$ cat src/rtl/mux_rr_arbiter.sv
// Two-requester round-robin packet arbiter in front of a shared 2:1 data mux with a registered output stage.
// Optional grant statistics counters are enabled by defining MUX_ARB_STATS_EN.
`timescale 1ns/1ps

module mux_rr_arbiter #(
    parameter int WIDTH = 8
) (
    input  logic             Clock,
    input  logic             Reset_n,
    input  logic [1:0]       In_Valid,
    output logic [1:0]       In_Ready,
    input  logic [1:0]       In_Last,
    input  logic [WIDTH-1:0] In_Data0,
    input  logic [WIDTH-1:0] In_Data1,
    output logic [1:0]       Gnt,
    output logic             Select_Line,
    output logic             Out_Valid,
    input  logic             Out_Ready,
    output logic [WIDTH-1:0] Out_Data,
    output logic             Out_Last
`ifdef MUX_ARB_STATS_EN
    ,
    output logic [15:0]      Gnt_Count0,
    output logic [15:0]      Gnt_Count1
`endif
);

    typedef enum logic [1:0] {
        IDLE   = 2'd0,
        GRANT0 = 2'd1,
        GRANT1 = 2'd2
    } state_t;

    state_t           r_state;
    logic             r_ptr;
    logic             r_sel;
    logic             r_out_valid;
    logic             r_out_last;
    logic [WIDTH-1:0] r_out_data;

    logic             w_out_free;
    logic             w_pick;
    logic             w_accept;
    logic [WIDTH-1:0] w_mux_data;
    logic             w_mux_last;

    // The output register can take a new beat when it is empty or being drained this cycle.
    assign w_out_free  = !r_out_valid || Out_Ready;
    assign Gnt         = {r_state == GRANT1, r_state == GRANT0};
    assign In_Ready    = Gnt & {2{w_out_free}};
    assign w_accept    = |(In_Valid & In_Ready);

    // On a tie the pointer decides; otherwise the single active requester wins.
    assign w_pick      = (In_Valid == 2'b11) ? r_ptr : In_Valid[1];

    assign w_mux_data  = r_sel ? In_Data1 : In_Data0;
    assign w_mux_last  = In_Last[r_sel];

    assign Select_Line = r_sel;
    assign Out_Valid   = r_out_valid;
    assign Out_Data    = r_out_data;
    assign Out_Last    = r_out_last;

    // NOTE: sequential state uses non-blocking assignments so every register samples pre-edge values.
    always_ff @(posedge Clock or negedge Reset_n) begin
        if (!Reset_n) begin
            r_state     <= IDLE;
            r_ptr       <= 1'b0;
            r_sel       <= 1'b0;
            r_out_valid <= 1'b0;
            r_out_last  <= 1'b0;
            r_out_data  <= '0;
        end else begin
            case (r_state)
                IDLE: begin
                    if (|In_Valid) begin
                        r_state <= w_pick ? GRANT1 : GRANT0;
                        r_sel   <= w_pick;
                    end
                end
                GRANT0, GRANT1: begin
                    // The grant is released only by an accepted Last beat, never by a stalled requester.
                    if (w_accept && w_mux_last) begin
                        r_state <= IDLE;
                        r_ptr   <= ~r_sel;
                    end
                end
                default: r_state <= IDLE;
            endcase

            if (w_accept) begin
                r_out_valid <= 1'b1;
                r_out_data  <= w_mux_data;
                r_out_last  <= w_mux_last;
            end else if (Out_Ready) begin
                r_out_valid <= 1'b0;
            end
        end
    end

`ifdef MUX_ARB_STATS_EN
    logic [15:0] r_gnt_count0;
    logic [15:0] r_gnt_count1;

    // Counts IDLE->GRANTi transitions, saturating at all-ones.
    always_ff @(posedge Clock or negedge Reset_n) begin
        if (!Reset_n) begin
            r_gnt_count0 <= '0;
            r_gnt_count1 <= '0;
        end else if (r_state == IDLE && |In_Valid) begin
            if (!w_pick && r_gnt_count0 != 16'hFFFF) r_gnt_count0 <= r_gnt_count0 + 16'd1;
            if (w_pick && r_gnt_count1 != 16'hFFFF)  r_gnt_count1 <= r_gnt_count1 + 16'd1;
        end
    end

    assign Gnt_Count0 = r_gnt_count0;
    assign Gnt_Count1 = r_gnt_count1;
`endif

endmodule

$ cat config.mk
export PLATFORM = sky130hd
export DESIGN_NAME = mux_rr_arbiter
export DESIGN_NICKNAME = d
export VERILOG_FILES = /design/src/rtl/mux_rr_arbiter.sv
export SDC_FILE = /design/constraint.sdc
export NUM_CORES = 1
export LEC_CHECK = 0
export CORE_MARGIN = 2
export CORE_UTILIZATION = 25
export DETAILED_ROUTE_END_ITERATION = 12
export RECOVER_POWER = 25
export SYNTH_ARGS = -nofsm -noshare
export SYNTH_HDL_FRONTEND = slang
export SYNTH_SLANG_ARGS = --single-unit
$ cat constraint.sdc
create_clock -name Clock -period 1.6 [get_ports Clock]
set_clock_uncertainty 0.15 [all_clocks]
set_input_delay 0.24 -clock Clock [delete_from_list [all_inputs] [get_ports Clock]]
set_output_delay 0.24 -clock Clock [all_outputs]
set_load 0.01 [all_outputs]
[Word level (Yosys, flattened, before mapping)]
Index checks and enable logic that the tools add are counted.
Cells by class
  mux-type cells: 10
  reduce and logical (&&, ||, !) cells: 11
  bitwise gates (word level): 3
  eq/ne operators: 5
  magnitude comparators: 1
Operator list (number)
  $mux W8: 1
  $mux W2: 3
  $reduce_and A2 Y1: 3
  $reduce_or A2 Y1: 3
  $mux W1: 5
  $and A2 B2 Y2: 2
  $eq A2 B2 Y1 const B: 2
  $ne A2 B2 Y1 const B: 2
  $pmux W2 S2: 1
  $eq A2 B1 Y1 const B: 1
  $logic_not A2 Y1: 1
  $lt A1 B2 Y1 const B: 1
  $reduce_bool A2 Y1: 1
  $logic_and A1 B1 Y1: 1
  $logic_not A1 Y1: 1
  $logic_or A1 B1 Y1: 1
  $not A1 Y1: 1
Storage, ports and cells
  flip-flop bits (word level): 14
  input bits: 23
  output and inout bits: 15
  word-level logic and storage cells: 36

[Depth between registers and ports, before layout]
  depth in word-level cells: 8
  gate-level depth with buffers: 6
  mapped depth without buffers: 5

[Least setup slack after synthesis]
No wires, ideal clock.
  path type: register to register
  start: register r_state[0]
  end: register r_ptr
  slack: 72 ps
  clock period less this slack: 1528 ps
  path buffers: 1
  cell stages (with the launch flop): 6
  arrival: 1299 ps
  cells stage by stage: dfrtp_1 ha_1 a22o_4 buf_6 nand4_1 mux2i_1
Between the ends
  cells in the longest elaborated chain, start to end: 6
RTL lines
  start, declared: line 34  | state_t r_state;
  start signal, assigned: line 77  | r_state <= w_pick ? GRANT1 : GRANT0;
  $eq A2 B1 Y1 (*): line 49  | assign Gnt = {r_state == GRANT1, r_state == GRANT0};
  net Gnt[0]: line 15  | output logic [1:0] Gnt,
  $and A2 B2 Y2: line 50  | assign In_Ready = Gnt & {2{w_out_free}};
  $and A2 B2 Y2: line 51  | assign w_accept = |(In_Valid & In_Ready);
  $reduce_or A2 Y1: line 51
  $logic_and A1 B1 Y1: line 83  | if (w_accept && w_mux_last) begin
  $reduce_and A2 Y1 (no source line) (*)
  end signal, assigned: line 85  | r_ptr <= ~r_sel;
  end, declared: line 35  | logic r_ptr;
Mark *: on every way through the listed nets, which the timed path passes. The rest lies on a longest branch.
A chain may end at the register's enable or synchronous reset.

[Worst setup path after layout]
  start: register r_state[1]
  end: register r_out_last (netlist: Out_Last)
Between the ends
  cells in the longest elaborated chain, start to end: 4
RTL lines
  $eq A2 B1 Y1 / $eq A2 B2 Y1 (equally long branches): line 49
  $and A2 B2 Y2 (*): line 50
  $and A2 B2 Y2 (*): line 51
  $reduce_or A2 Y1 (*): line 51
  end signal, assigned: line 94  | r_out_last <= w_mux_last;
  end, declared: line 38  | logic r_out_last;
Mark *: on every way between the ends. The rest lies on a longest branch, timed or not.

==> impl_results.md <==
* Count of final max-slew check failures at 0
* Internal power at 1420 uW
* Detail Route Antenna Nets at 0
* Post-synthesis sequential area ratio at 45.8%
* Die area at 3520 sq um
* Worst EP arrival at 1670 ps
* Chip width at 59.3 microns
* Psw at 914 uW
* Synth top cells by count: a21oi_1 (16), dfrtp_1 (14), mux2i_1 (9)
* Switching Share at 39.1%
* First-pass GRT wire length at 3650 microns
* Critical-path cell list: inv_2, ha_4, buf_6, a22o_4, and3_4, a21o_1
* Clock latency on the worst-skew pair at 270 ps
* Post-Place Setup Slack at -299 ps
* Grt met2 use at 25.7%
* Proportion of layout cells with a drive suffix above 1 at 36.9%
* Clock Sinks at 14
* Largest cells by area after synthesis: dfrtp_1 (46%), mux2i_1 (12%), a21oi_1 (10%), ha_1 (4.9%), buf_6 (2.9%)
* Iteration-0 DRC Markers at 9
* CP Max Fanout at 7
* Mapped Cells at 73
* WP buf/inv at 2
* Worst endpoint required time at 1620 ps
* Routed len/inst at 15.2 microns
* Dominant cell type by area after synthesis: dfrtp_1
* CP startpoint kind: register
* Clock-pin slew on the worst setup and hold paths at 80 ps
* PwrDens at 1670 nW/um^2
* GRT busiest layer: met2
* Initial antenna violation count at 0
* Clock power share at 8.2%
* Post-synth EDFFs at 0
* Boundary pin count at 38
* RSZ-0062 raised after global routing: yes
* Synth Register Bits at 14
* Inst Count DP at 149
* Vias in the first global route at 755
* Detail Placement HPWL at 1580 microns
* VDD IR max at 0.446 mV
* Min Tclk post-route at 1650 ps
* Portion of total power attributed to sequential cells at 27.1%
* Failing checks: negative setup slack
* Met1 Use GR at 16.0%
* Slowest-stage cell, CP: dfrtp_1
* Outcome: complete, but fails checks
* CTS Hold Bufs at 0
* CTS root buf: clkbuf_4
* M3 GR Usage at 2.62%
* Least-Margin Pin Slew at 770 ps
* Via count of the routed design at 760
* Setup slack after layout at -47.7 ps
* Total grt overflow at 0
* Crit share post-route at 103%
* Synthesized area at 764 sq um
* Critical Path Max Stage Delay at 440 ps
* Number of inserted diodes at 0
* Total track usage at 14.4%
* Total core area at 2980 sq um
* Fill count at 295
* Placer Congestion at 0.664
* LEAKAGE at 0.000680 uW
* Final wirelength at 2350 microns
* Synth Area per Inst at 10.5 sq um
* Setup CP Type: reg -> reg
* Worst Hold Class: reg -> reg
* Post-synth top area share at 45.8%
* Combinational Power Share at 64.6%
* Critical path's top delay family: flip-flops
* Max_slew headroom at 48.6%
* Crit. End Element: register
* Port bufs at 37
* # setup viols final at 12
* Synth async-reset ratio at 100%
* Synth cell types at 21
* DRC viols at 0
* Die height at 59.3 microns
* Layout Cells excl Fill at 155
* CTS H-tree lvls at 1
* Total CTS buffers at 3
* Initial Utilization at 25.7%
* Peak Freq at 607 MHz
* P&R area growth vs syn at 83.0%
* Syn. warnings at 0
* Post-layout util at 47.0%
* Ys flop type: dfrtp_1
* Max Cap Viol at 0
* # rows at 20
* Largest net degree at the start of global routing at 15
* Most frequent cell after synthesis: a21oi_1
* Final Hold Viols at 0
* CTS tree: done
* Clock buffer depth at 2
* Nets at 150
* Synthesized net count at 99
* TritonRoute pass-1 iters at 4
* Via density at 4.90
[sequential cells by signal, summed over array words and instances, names as in the netlist]
register,count
Out_Valid,1
Select_Line,1
Out_Last,1
Out_Data,8
r_ptr,1
r_state,2
[worst reg2reg max path: cells and delay by family (launching register included)]
kind,cells,cell delay [ps]
DFF,1,440
AOI/OAI and AO/OA,2,420
buffers and inverters,2,200
adders and majority gates,1,170
and+or+nand+nor,1,170
[final timing paths]
| kind | startpoint | to | slack [ps] | depth (start not counted) |
|---|---|---|---|---|
| worst max-delay path | r_state[1] | Out_Last | -50 | 6 |
| worst min-delay path | Out_Last | Out_Last | 350 | 1 |
| worst max register to register | r_state[1] | Out_Last | -50 | 6 |
| worst min register to register | Out_Last | Out_Last | 350 | 1 |
| max in group asynchronous | Reset_n | r_state[0] | 350 | 2 |
| min in group asynchronous | Reset_n | Out_Valid | 420 | 2 |
[cell families after synthesis]
logic type                 after synthesis  synth area share (%)
and+or+nand+nor                         12                  9.33
AOI/OAI and AO/OA                       25                  19.5
muxes                                   10                  13.7
DFF                                     14                  45.8
buffers and inverters                    9                  6.71
adders and majority gates                3                  4.91
[stage by stage]
stage | hold slack, ps | TNS, ps | total power [uW] | instance area, sq um
2_1_floorplan | -206 | 0 | 1280 | 764
3_3_place_gp | 318 | -688 | 1820 | 1220
3_5_place_dp | 339 | -1230 | 1860 | 1220
4_1_cts | 144 | -83.3 | 2260 | 1330
5_1_grt | 364 | -977 | 2520 | 1400
6_report | 347 | -250 | 2340 | 1400
[cell type report]
type | instances | area [sq um] | share of cell area, %
multi-input cells | 51 | 482 | 34.4
inverters | 5 | 18.8 | 1.34
clock buffers | 3 | 22.5 | 1.61
flip-flops and latches | 14 | 353 | 25.2
well taps | 33 | 41.3 | 2.95
repair buffers | 49 | 482 | 34.4
[cell usage in the layout (no fill, tap or decap), drive strengths merged]
master / netlist / routed
clkdlybuf4s50: 0 / 22
a21oi: 16 / 16
dfrtp: 14 / 14
buf: 4 / 13
dlymetal6s2s: 0 / 10
mux2i: 9 / 9
clkbuf: 0 / 6
nand2: 5 / 5
inv: 5 / 5
and2: 3 / 3
ha: 3 / 3
a21o: 2 / 2
a22o: 1 / 2
o21ai: 2 / 2
o22ai: 2 / 2
nand2b: 1 / 1
mux2: 1 / 1
and3: 1 / 1
nor3b: 1 / 1
a31oi: 1 / 1
o211ai: 1 / 1
nand4: 1 / 1
dlygate4sd3: 0 / 1
[power groups by stage]
stage	Combinational, uW	Clock (uW)	Sequential [uW]
detailed placement	1220	0	647
CTS	1430	202	629
floorplan	599	0	683
finish	1510	193	634
global placement	1190	0	637
global route	1640	224	656
[repair_timing]
action,CTS,global route
pin swaps,5,2
resized for setup,29,27
setup buffers,2,0
cloned,1,0
setup endpoints to repair,17,26
[per-layer routing]
layer | vias up | part of all wire (%)
met5 | - | 0
met4 | 0 | 1.0
met3 | 2 | 4.9
met2 | 23 | 55
met1 | 372 | 39
li1 | 363 | -
(Power assumes the default switching activity.)
